**src/rtl/simmem_req_bridge.sv**
```systemverilog
// Valid/ready request bridge onto the flat per-cycle SimMem model, one independent FSM per channel.
// Optional feature macro: SIMMEM_MISALIGN_CHECK_EN (misaligned requests answer resp_err without touching the model).

module simmem_req_chan #(
    parameter int XLEN  = 64,
    parameter int LAT   = 1,
    parameter int LAT_W = 8
) (
    input  logic            clk,
    input  logic            rst_n,
    input  logic            i_req_valid,
    output logic            o_req_ready,
    input  logic [XLEN-1:0] i_req_addr,
    input  logic [1:0]      i_req_size,
    output logic            o_resp_valid,
    input  logic            i_resp_ready,
    output logic [XLEN-1:0] o_resp_data,
    output logic            o_resp_err,
    output logic [XLEN-1:0] o_mem_addr,
    output logic [XLEN-1:0] o_mem_type,
    input  logic [XLEN-1:0] i_mem_rdata
);
    localparam logic [2:0] S_IDLE  = 3'd0;
    localparam logic [2:0] S_WAIT  = 3'd1;
    localparam logic [2:0] S_ISSUE = 3'd2;
    localparam logic [2:0] S_CAPT  = 3'd3;
    localparam logic [2:0] S_RESP  = 3'd4;

    logic [2:0]      r_state;
    logic [LAT_W-1:0] r_cnt;
    logic [XLEN-1:0] r_addr;
    logic [XLEN-1:0] r_data;
    logic [1:0]      r_size;
    logic            r_err;

    logic            w_accept;
    logic            w_misalign;
    logic            w_issue;

    assign w_accept = i_req_valid && (r_state == S_IDLE);

`ifdef SIMMEM_MISALIGN_CHECK_EN
    always_comb begin
        w_misalign = 1'b0;
        case (i_req_size)
            2'd1:    w_misalign = i_req_addr[0];
            2'd2:    w_misalign = |i_req_addr[1:0];
            2'd3:    w_misalign = |i_req_addr[2:0];
            default: w_misalign = 1'b0;
        endcase
    end
`else
    assign w_misalign = 1'b0;
`endif

    always_ff @(posedge clk) begin
        if (!rst_n) begin
            r_state <= S_IDLE;
            r_cnt   <= '0;
            r_addr  <= '0;
            r_size  <= '0;
            r_err   <= 1'b0;
            r_data  <= '0;
        end else begin
            case (r_state)
                S_IDLE: begin
                    if (w_accept) begin
                        r_addr <= i_req_addr;
                        r_size <= i_req_size;
                        r_err  <= w_misalign;
                        r_cnt  <= LAT_W'(LAT);
                        if (w_misalign)
                            r_state <= S_CAPT;
                        else if (LAT == 0)
                            r_state <= S_ISSUE;
                        else
                            r_state <= S_WAIT;
                    end
                end
                S_WAIT: begin
                    // cnt==1 here means it reaches 0 on this edge
                    r_cnt <= r_cnt - 1'b1;
                    if (r_cnt <= LAT_W'(1))
                        r_state <= S_ISSUE;
                end
                S_ISSUE: r_state <= S_CAPT;
                S_CAPT: begin
                    r_data  <= r_err ? '0 : i_mem_rdata;
                    r_state <= S_RESP;
                end
                S_RESP: begin
                    if (i_resp_ready)
                        r_state <= S_IDLE;
                end
                default: r_state <= S_IDLE;
            endcase
        end
    end

    // Reset kills the model drive in the same cycle, not just at the next edge
    assign w_issue      = rst_n && (r_state == S_ISSUE);
    assign o_mem_addr   = w_issue ? r_addr : '0;
    assign o_mem_type   = w_issue ? XLEN'({1'b0, r_size} + 3'd1) : '0;
    assign o_req_ready  = (r_state == S_IDLE);
    assign o_resp_valid = (r_state == S_RESP);
    assign o_resp_data  = o_resp_valid ? r_data : '0;
    assign o_resp_err   = o_resp_valid && r_err;
endmodule

module simmem_req_bridge #(
    parameter int XLEN  = 64,
    parameter int ILAT  = 1,
    parameter int DLAT  = 2,
    parameter int LAT_W = 8
) (
    input  logic            clk,
    input  logic            rst_n,
    input  logic            i_req_valid,
    output logic            i_req_ready,
    input  logic [XLEN-1:0] i_req_addr,
    input  logic [1:0]      i_req_size,
    output logic            i_resp_valid,
    input  logic            i_resp_ready,
    output logic [XLEN-1:0] i_resp_data,
    output logic            i_resp_err,
    input  logic            d_req_valid,
    output logic            d_req_ready,
    input  logic [XLEN-1:0] d_req_addr,
    input  logic [1:0]      d_req_size,
    input  logic            d_req_wen,
    input  logic [XLEN-1:0] d_req_wdata,
    output logic            d_resp_valid,
    input  logic            d_resp_ready,
    output logic [XLEN-1:0] d_resp_data,
    output logic            d_resp_err,
    output logic [XLEN-1:0] mem_iaddr,
    output logic [XLEN-1:0] mem_itype,
    input  logic [XLEN-1:0] mem_idata,
    output logic [XLEN-1:0] mem_daddr,
    output logic [XLEN-1:0] mem_dtype,
    output logic [XLEN-1:0] mem_dwdata,
    output logic            mem_dwen,
    input  logic [XLEN-1:0] mem_drdata
);
    logic            r_d_wen;
    logic [XLEN-1:0] r_d_wdata;
    logic            w_d_issue;
    logic [XLEN-1:0] w_d_rdata;

    simmem_req_chan #(.XLEN(XLEN), .LAT(ILAT), .LAT_W(LAT_W)) u_ichan (
        .clk          (clk),
        .rst_n        (rst_n),
        .i_req_valid  (i_req_valid),
        .o_req_ready  (i_req_ready),
        .i_req_addr   (i_req_addr),
        .i_req_size   (i_req_size),
        .o_resp_valid (i_resp_valid),
        .i_resp_ready (i_resp_ready),
        .o_resp_data  (i_resp_data),
        .o_resp_err   (i_resp_err),
        .o_mem_addr   (mem_iaddr),
        .o_mem_type   (mem_itype),
        .i_mem_rdata  (mem_idata)
    );

    // Store payload lives here so the shared channel FSM stays read-only
    always_ff @(posedge clk) begin
        if (!rst_n) begin
            r_d_wen   <= 1'b0;
            r_d_wdata <= '0;
        end else if (d_req_valid && d_req_ready) begin
            r_d_wen   <= d_req_wen;
            r_d_wdata <= d_req_wdata;
        end
    end

    assign w_d_rdata = r_d_wen ? '0 : mem_drdata;

    simmem_req_chan #(.XLEN(XLEN), .LAT(DLAT), .LAT_W(LAT_W)) u_dchan (
        .clk          (clk),
        .rst_n        (rst_n),
        .i_req_valid  (d_req_valid),
        .o_req_ready  (d_req_ready),
        .i_req_addr   (d_req_addr),
        .i_req_size   (d_req_size),
        .o_resp_valid (d_resp_valid),
        .i_resp_ready (d_resp_ready),
        .o_resp_data  (d_resp_data),
        .o_resp_err   (d_resp_err),
        .o_mem_addr   (mem_daddr),
        .o_mem_type   (mem_dtype),
        .i_mem_rdata  (w_d_rdata)
    );

    // A non-zero type is exactly the issue cycle, already gated by reset
    assign w_d_issue  = (mem_dtype != '0);
    assign mem_dwen   = w_d_issue && r_d_wen;
    assign mem_dwdata = w_d_issue ? r_d_wdata : '0;
endmodule

```
**config.mk**
```make
export PLATFORM = sky130hd
export DESIGN_NAME = simmem_req_bridge
export DESIGN_NICKNAME = d
export VERILOG_FILES = /design/src/rtl/simmem_req_bridge.sv
export SDC_FILE = /design/constraint.sdc
export NUM_CORES = 1
export LEC_CHECK = 0
export ABC_AREA = 0
export CORE_AREA = 2 2 303 305
export CTS_BUF_LIST = sky130_fd_sc_hd__clkbuf_4
export DETAILED_ROUTE_END_ITERATION = 8
export DIE_AREA = 0 0 305 307
export GPL_ROUTABILITY_DRIVEN = 0
export SLEW_MARGIN = 20
export SYNTH_ARGS = -nofsm -noshare
export SYNTH_HDL_FRONTEND = slang
export SYNTH_SLANG_ARGS = --single-unit
```
**constraint.sdc**
```tcl
create_clock -name clk -period 4.5 [get_ports clk]
set_clock_uncertainty 0.2 [all_clocks]
set_input_delay 1.125 -clock clk [delete_from_list [all_inputs] [get_ports clk]]
set_output_delay 1.125 -clock clk [all_outputs]
set_load 0.01 [all_outputs]
```
# --- Yosys cells after proc, flatten, opt, wreduce, memory -nomap -nowiden ---
# Cells that the tools add are included.
totals:
  latchBits: 0
  rom_bits: 0
  mem_count: 0
  ram_bits: 0
  regBits: 347
  output_inout_bits: 455
  input_bits: 331
classes:
  shift: 0
  n_mul: 0
  order_cmp: 2
  reduce_logical: 16
  div: 0
  eq_ne: 14
  bitwise_logic: 0
  add_sub_neg: 4
  n_mux: 20
ops:
  columns: ["op", "n"]
  rows:
  - ["$mux 64", 8]
  - ["$reduce_bool 64->1", 1]
  - ["$pmux 8 s2", 2]
  - ["$pmux 3 s5", 2]
  - ["$mux 3", 6]
  - ["$le 8x1->1 const B", 2]
  - ["$mux 8", 2]
  - ["$sub 8x1->8 const B", 2]
  - ["$eq 3x2->1 const B", 4]
  - ["$ne 2x1->1 const B", 4]
  - ["$reduce_and 2->1", 4]
  - ["$add 2x1->3 const B", 2]
  - ["$eq 3x1->1 const B", 2]
  - ["$eq 3x3->1 const B", 2]
  - ["$logic_not 3->1", 2]
  - ["$reduce_and 3->1", 2]
  - ["$logic_and 1x1->1", 5]
  - ["$ne 2x2->1 const B", 2]
  - ["$reduce_bool 2->1", 2]

# --- Depth between registers and ports, before layout ---
# Gate-level depths: netlist of run 1.
logic_depth:
  word_depth: 5
  mapped_depth: 6

# --- Hierarchy ---
# Synthesis of run 1 repeated with hierarchy kept, for this count alone.
unflattened:
  cells_unflattened: 2224
  hier_area_um2: 17310.4
by_module_without_submodules:
  columns: ["module", "area_each_um2", "cells_each", "n_inst"]
  rows:
  - ["simmem_req_chan at u_ichan", 6441.2, 847, 1]
  - ["simmem_req_chan at u_dchan", 6439.9, 845, 1]
  - ["simmem_req_bridge", 4429.2, 532, 1]

# --- Worst setup path after synthesis of run 1 ---
# OpenSTA, ideal clock, no wires.
synth_timing:
  path_kind: "input-to-output"
  from: "in rst_n"
  to: "out mem_dwdata[13]"
  slack_ns: 0.887
  n_path_buf: 3
  stages: 6
  arrival_ns: 2.288
  t_required_ns: 3.175
  path_cell_list: "buf_4 -> and4bb_1 -> a21boi_1 -> clkbuf_2 -> clkbuf_1 -> and2_1"
synth_between:
  elab_chain_cells: 4
synth_lines:
  columns: ["element", "line", "rtl"]
  rows:
  - ["start: declaration", "117", "input logic rst_n,"]
  - ["$logic_and 1x1->1", "101", "assign w_issue = rst_n && (r_state == S_ISSUE);"]
  - ["$mux 64", "103", "assign o_mem_type = w_issue ? XLEN'({1'b0, r_size} + 3'd1) : '0;"]
  - ["$reduce_bool 64->1", "196", "assign w_d_issue = (mem_dtype != '0);"]
  - ["$mux 64", "198", "assign mem_dwdata = w_d_issue ? r_d_wdata : '0;"]
  - ["end: declaration", "141", "output logic [XLEN-1:0] mem_dwdata,"]
# Every way passes these cells.

# --- Worst setup path after layout of run 1 ---
layout_timing:
  from: "in rst_n"
  to: "out mem_dwdata[54]"
# Same word-level chain as after synthesis.

==> reports/metrics.yaml, run 1 <==
drt:
  routed_via_density: 3.893
  detailroute.via_count: 15290
  drt-wirelength-per-cell_um: 15.19
  dr.pass1.iters: 5
  postRouteWirelength_mm: 59.68
  drc: 0
  final_antenna_net_count: 0
  initialDrtViolationCount: 870
clock_tree:
  cts-root-to-sink-buffers: 3
  cts.clk_slew.worst_paths_ns: 0.06
  insertion_delay_ns: 0.88
  cts.root.buffer_cell: "sky130_fd_sc_hd__clkbuf_4"
  cts_max_level: 3
  cts_tree: "built"
  cts_inserted_buffers: 103
  clock-sinks: 347
cells_and_area:
  final_core_util: 0.2689
  final_common_cell: "sky130_fd_sc_hd__clkdlybuf4s50_1"
  final_nets: 3012
  layout-area-overhead-vs-synth_pct: 55.32
  most-common-layout-cells: "sky130_fd_sc_hd__clkdlybuf4s50_1, sky130_fd_sc_hd__nand2_1, sky130_fd_sc_hd__dfxtp_1, sky130_fd_sc_hd__a21oi_1, sky130_fd_sc_hd__and2_1"
  final_area_sq_mm: 0.02439
  drive_gt1_frac: 0.07307
power_and_ir_drop:
  vdd_ir_drop_max_mv: 0.3294
  power_switching_share: 0.3479
  netSwitchingPower_mw: 3.417
  leakage_component_of_the_power_nw: 8.892
  pwr_density_cell_mw_per_mm2: 402.7
  seq_power_share: 0.410
  comb_power_share: 0.273
  share_clk_of_total_power: 0.317
  internal_power_mw: 6.405
min_path:
  worst_hold_path.endpoint: "u_dchan.r_data[7]"
  timing.hold.worst_path_depth: 2
  min_path_type: "flop to flop"
  min-delay-start: "u_dchan.r_data[7]"
floorplan:
  area_of_the_core_sq_mm: 0.09069
  floorplan.initialDensity: 0.1731
  boundaryPins: 786
  die_h_um: 307
  std_cell_rows: 111
  fp.dieArea_sq_mm: 0.09364
  dieWidth_um: 305
worst_setup_path:
  cp_common_cell: "sky130_fd_sc_hd__buf_12"
  cp_data_arrival_time_ns: 3.00
  reg2reg_from: "u_ichan.r_state[0]"
  reg2reg_to: "u_ichan.r_cnt[4]"
  timing.critical_path.cells: "dlygate4sd2_1 -> and4bb_2 -> a21boi_4 -> buf_12 -> buf_12 -> and2_1 -> clkdlybuf4s50_1"
  cp-startpoint: "rst_n"
  crit_type: "input pin to output port"
  reg2regPathDepth: 4
  r2r_setup_slk_ns: 2.00
  critical_path.slowest_cell: "sky130_fd_sc_hd__clkdlybuf4s50_1"
  cpPeakStageDelay_ns: 0.54
  crit_path_end_kind: "output port"
  critical_path.max_fanout: 33
  crit_buf_inv: 4
  crit_family: "buffers and inverters"
  cp_data_required_time_ns: 3.17
  timing.critical_path.from_type: "input pin"
global_route:
  globalRouteOverflowTotal: 0
  global_route_wire_length_before_repair_mm: 88.27
  via_count_of_the_first_global_routing_pass: 14760
  antenna_found_initial: 3
  grt_max_degree: 89
  global_route.usage.total: 0.1218
placement:
  placement.setup.worst_slack_ns: -0.02299
  placement.cell_area_sq_mm: 0.02303
  io_buffer_count: 661
  detailed_place_hpwl_mm: 42.15
synthesis:
  ys_warn_count: 0
  count_of_flip_flops_with_a_built_in_enable_after_synthesis: 0
  sequential_cell_area_fraction_in_the_yosys_report: 0.4424
  synth_top_flop_cell: "sky130_fd_sc_hd__dfxtp_1"
  synth_top_cell_area_share: 0.4424
  synth_async_sr_flop_share: 0
  synth_area_leaders: "sky130_fd_sc_hd__dfxtp_1, sky130_fd_sc_hd__nand2_1, sky130_fd_sc_hd__and2_1"
  synth_cells: 2042
  synthesis.area_per_instance_sq_um: 7.690
  syn-cell-area_sq_mm: 0.01570
  post_synth_num_cell_types: 50
  synthDominantAreaCellType: "sky130_fd_sc_hd__dfxtp_1"
  synth_seq_cells: 347
timing:
  setup_tns_ns: 0
  setup_ws_ns: 0.1796
  max-slew-margin-rel: 0.4521
  fin_crit_sh: 0.9601
  timing_max_transition_violations_final: 0
  max_slew.worst_pin.slew_ns: 0.8218
  rsz0062_at_grt: "false"
  hold_viol_final: 0
  min_period_ns: 4.320
  fmax_mhz: 231.5
  setup_violations: 0
flow_run:
  drv_cap: 0
status:
  run_status: "finished, final reports clean"
[stage by stage]
step	hold WS (ns)	power, mW	cells
global placement	0.2335	6.740	3754
global route	0.2617	10.54	3924
finish	0.2442	9.822	3929
floorplan	0.2273	5.733	2165
CTS	0.2465	10.05	3923
detailed placement	0.2386	6.770	3754
[worst reg2reg max path: cells and delay by family, from the launching register on]
| kind | cells | cell delay, ns |
|---|---|---|
| buffers and inverters | 1 | 0.43 |
| DFF | 1 | 0.44 |
| and+or+nand+nor | 1 | 0.98 |
| AOI/OAI and AO/OA | 2 | 0.30 |
[sequential cells by signal, summed over array words and instances (netlist names)]
signal	count
r_d_wdata	64
u_dchan.r_cnt	8
u_ichan.r_size	2
u_ichan.r_data	64
u_dchan.r_data	64
u_ichan.r_addr	64
u_ichan.r_state	3
r_d_wen	1
u_dchan.r_addr	64
u_dchan.r_state	3
u_ichan.r_cnt	8
u_dchan.r_size	2
[power by group through the flow]
stage	logic, mW	registers (mW)	clock network (mW)
after floorplan	1.85	3.88	0
after global placement	2.66	4.08	0
after detailed placement	2.69	4.08	0
after CTS	2.73	4.03	3.29
after global routing	2.99	4.09	3.45
final	2.68	4.02	3.11
[worst max-delay path by stage]
stage                     slack [ns]              to  cells after the start
final                           0.18  mem_dwdata[54]                      7
after global routing           0.005  mem_dwdata[43]                      6
after CTS                      0.008  mem_dwdata[57]                      7
after detailed placement       -0.02  mem_dwdata[57]                      6
after global placement        -0.007    mem_itype[0]                      7
after floorplan                 0.89  mem_dwdata[13]                      6
[routing by layer]
metal	up-vias	wire length, um	GRT usage	part of all wire
li1	7614	-	-	-
met1	6986	23620	0.1343	0.40
met3	94	5763	0.05010	0.097
met4	2	1759	0.05434	0.029
met5	-	13	0	0.00022
met2	598	28520	0.2049	0.48
[cells in the mapped netlist, types with 4 or more instances]
master,count
sky130_fd_sc_hd__dfxtp_1,347
sky130_fd_sc_hd__a21oi_1,332
sky130_fd_sc_hd__nand3b_1,67
sky130_fd_sc_hd__buf_4,132
sky130_fd_sc_hd__and2_1,325
sky130_fd_sc_hd__ha_1,6
sky130_fd_sc_hd__nor3_1,4
sky130_fd_sc_hd__nor2_1,8
sky130_fd_sc_hd__nand2_1,590
sky130_fd_sc_hd__mux2i_1,5
sky130_fd_sc_hd__inv_1,4
sky130_fd_sc_hd__or4_1,4
sky130_fd_sc_hd__clkbuf_1,104
sky130_fd_sc_hd__buf_1,8
sky130_fd_sc_hd__nand3_1,9
sky130_fd_sc_hd__nand2b_1,7
sky130_fd_sc_hd__buf_2,37
[cell type report]
cell class / instances / area [sq um]
antenna: 6 / 15.01
clock buffer: 139 / 1044
clock inverter: 28 / 246.5
fill: 9906 / 66300
inverter: 5 / 26.28
multi-input combinational: 1529 / 7615
sequential: 347 / 6953
tap: 1186 / 1484
timing repair buffer: 689 / 7007
[repair_timing]
action / 4_1_cts / 5_1_grt
buffers inserted: 1 / 0
endpoints found under the setup margin: 81 / 0
resized for setup: 8 / 0
hold buffers: 0 / 0
[logic make-up (layout without fill, tap and decap cells)]
group,count (synthesis),after routing,synth area share
buffers and inverters,289,861,0.1046
AO/OA/AOI/OAI,351,351,0.1149
AND/OR/NAND/NOR,1043,1043,0.3299
flip-flops,347,347,0.4424
adder cells (fa/ha/maj),6,6,0.004781
multiplexers,5,5,0.003187
other,1,130,0.0002388
(Power assumes the default switching activity.)
==> run 2: changes to the inputs <==
--- a/config.mk
+++ b/config.mk
@@ -8,6 +8,7 @@
 export ABC_AREA = 0
 export CORE_AREA = 2 2 303 305
 export CTS_BUF_LIST = sky130_fd_sc_hd__clkbuf_4
+export CTS_CLUSTER_DIAMETER = 120
 export DETAILED_ROUTE_END_ITERATION = 8
 export DIE_AREA = 0 0 305 307
 export GPL_ROUTABILITY_DRIVEN = 0
==> run 2 against run 1 <==
Net effect: global-route usage barely moved; setup slack got worse by 0.0037 ns; sequential power barely moved; count of clock-buffer cells in the layout rose by 2; utilization fell by 0.091 points; flip-flop and latch count did not move; hold slack barely moved; critical path type unchanged.
==> reports/metrics.yaml, run 2 (synthesis gave the netlist of run 1 again) <==
cells_and_area:
  final_common_cell: "sky130_fd_sc_hd__clkdlybuf4s50_1"
  layout-area-overhead-vs-synth_pct: 54.80
  final_nets: 3012
  drive_gt1_frac: 0.07271
  fillers: 9906
  final_area_sq_mm: 0.02431
  most-common-layout-cells: "sky130_fd_sc_hd__clkdlybuf4s50_1, sky130_fd_sc_hd__nand2_1, sky130_fd_sc_hd__dfxtp_1, sky130_fd_sc_hd__a21oi_1, sky130_fd_sc_hd__and2_1"
global_route:
  antenna_found_initial: 2
  grt_max_degree: 89
  global_route_wire_length_before_repair_mm: 88.46
  global_route.usage.total: 0.1221
  via_count_of_the_first_global_routing_pass: 14780
  globalRouteOverflowTotal: 0
worst_setup_path:
  crit_buf_inv: 4
  cp_data_arrival_time_ns: 3.00
  crit_family: "buffers and inverters"
  crit_path_end_kind: "output port"
  reg2reg_from: "u_ichan.r_state[0]"
  crit_type: "input pin to output port"
  cp_data_required_time_ns: 3.17
  cpPeakStageDelay_ns: 0.54
  reg2regPathDepth: 4
  critical_path.max_fanout: 33
  r2r_setup_slk_ns: 2.01
  critical_path.slowest_cell: "sky130_fd_sc_hd__clkdlybuf4s50_1"
  timing.critical_path.cells: "dlygate4sd2_1 -> and4bb_2 -> a21boi_4 -> buf_12 -> buf_12 -> and2_1 -> clkdlybuf4s50_1"
  timing.critical_path.from_type: "input pin"
  cp_common_cell: "sky130_fd_sc_hd__buf_12"
  reg2reg_to: "u_ichan.r_cnt[4]"
min_path:
  min_path_type: "flop to flop"
  worst_hold_path.endpoint: "u_dchan.r_data[1]"
  min-delay-start: "u_dchan.r_data[1]"
  timing.hold.worst_path_depth: 2
drt:
  initialDrtViolationCount: 845
  highest_layer: "met4"
  final_antenna_net_count: 0
  detailroute.via_count: 15290
  met3_wirelength_mm: 5.692
  routed_via_density: 3.893
  wl_met1_mm: 23.65
  drc: 0
  postRouteWirelength_mm: 59.79
  drt-wirelength-per-cell_um: 15.22
  met2WireLength_mm: 28.66
  dr.pass1.iters: 5
clock_tree:
  holdBufCountCts: 0
  clock-sinks: 347
  insertion_delay_ns: 0.88
  cts_tree: "built"
  cts_inserted_buffers: 103
  cts.root.buffer_cell: "sky130_fd_sc_hd__clkbuf_4"
  cts_max_level: 3
  cts.clk_slew.worst_paths_ns: 0.06
  cts-root-to-sink-buffers: 3
power_and_ir_drop:
  leakage_component_of_the_power_nw: 8.943
  comb_power_share: 0.279
  pwr_density_cell_mw_per_mm2: 394.6
  seq_power_share: 0.420
  power_switching_share: 0.3543
  vdd_ir_drop_max_mv: 0.3249
  internal_power_mw: 6.194
  share_clk_of_total_power: 0.301
  netSwitchingPower_mw: 3.399
timing:
  min_period_ns: 4.324
  timing_max_transition_violations_final: 0
  hold_slack_ns: 0.2445
  max-slew-margin-rel: 0.4375
  fmax_mhz: 231.3
  setup_violations: 0
  fin_crit_sh: 0.9609
  hold_viol_final: 0
  rsz0062_at_grt: "false"
  max_slew.worst_pin.slew_ns: 0.8438
placement:
  placement.cell_area_sq_mm: 0.02303
  detailed_place_hpwl_mm: 42.15
  io_buffer_count: 661
floorplan:
  std_cell_rows: 111
  boundaryPins: 786
  fp.dieArea_sq_mm: 0.09364
  area_of_the_core_sq_mm: 0.09069
  dieWidth_um: 305
  die_h_um: 307
  floorplan.initialDensity: 0.1731
status:
  run_status: "finished, final reports clean"
flow_run:
  drv_cap: 0
## run 2: area by class of cell
class	count	area [sq um]	area share
multi-input cells	1529	7615	0.3133
repair buffers	689	7020	0.2888
flip-flops and latches	347	6955	0.2861
well taps	1186	1484	0.06105
clock buffers	141	1059	0.04355
clock inverters	26	132.6	0.005456
inverters	5	26.28	0.001081
diodes	6	15.01	0.0006177
## run 2: worst reg2reg max path, cell delays in order (launching register included)
cell	delay, ns
sky130_fd_sc_hd__dfxtp_1	0.44
sky130_fd_sc_hd__or4b_2	0.98
sky130_fd_sc_hd__buf_4	0.42
sky130_fd_sc_hd__o311ai_0	0.20
sky130_fd_sc_hd__a21oi_1	0.10
## run 2: what timing repair did
action	4_1_cts	5_1_grt
gates resized for setup	6	7
setup buffers	1	0
endpoints found under the hold margin	0	0
cloned	1	0
setup endpoints to repair	74	27
## run 2: per-stage QoR
| stage | setup slack (ns) | std cells | setup TNS (ns) | utilization | total power [mW] |
|---|---|---|---|---|---|
| 2_1_floorplan | 0.8867 | 2165 | 0 | - | 5.733 |
| 3_3_place_gp | -0.006917 | 3754 | -0.01229 | 0.2539 | 6.740 |
| 3_5_place_dp | -0.02299 | 3754 | -0.07556 | 0.2539 | 6.770 |
| 4_1_cts | 0.004133 | 3923 | 0 | 0.2677 | 9.819 |
| 5_1_grt | 0.01680 | 3924 | 0 | 0.2679 | 10.32 |
| 6_report | 0.1760 | 3929 | 0 | 0.2680 | 9.592 |
## run 2: power groups by stage
stage                     registers (mW)  logic, mW  clock network (mW)
final                               4.03       2.68                2.89
after global routing                4.09       2.99                3.23
after CTS                           4.03       2.73                3.06
after detailed placement            4.08       2.69                   0
after global placement              4.08       2.66                   0
after floorplan                     3.88       1.85                   0
## run 2: layer usage
| layer | up-vias | track usage |
|---|---|---|
| met3 | 96 | 0.04990 |
| met1 | 6981 | 0.1347 |
| li1 | 7613 | - |
| met4 | 0 | 0.05399 |
| met5 | - | 0 |
| met2 | 604 | 0.2055 |
## run 2: how the worst max path moves through the flow
stage                            start              end  slack, ns  depth (start not counted)
floorplan                        rst_n   mem_dwdata[13]       0.89                          6
global placement                 rst_n     mem_itype[0]     -0.007                          7
detailed placement               rst_n   mem_dwdata[57]      -0.02                          6
CTS                 u_dchan.r_state[0]   mem_dwdata[58]      0.004                          6
global route        u_ichan.r_state[2]  i_resp_data[60]       0.02                          4
finish                           rst_n   mem_dwdata[54]       0.18                          7
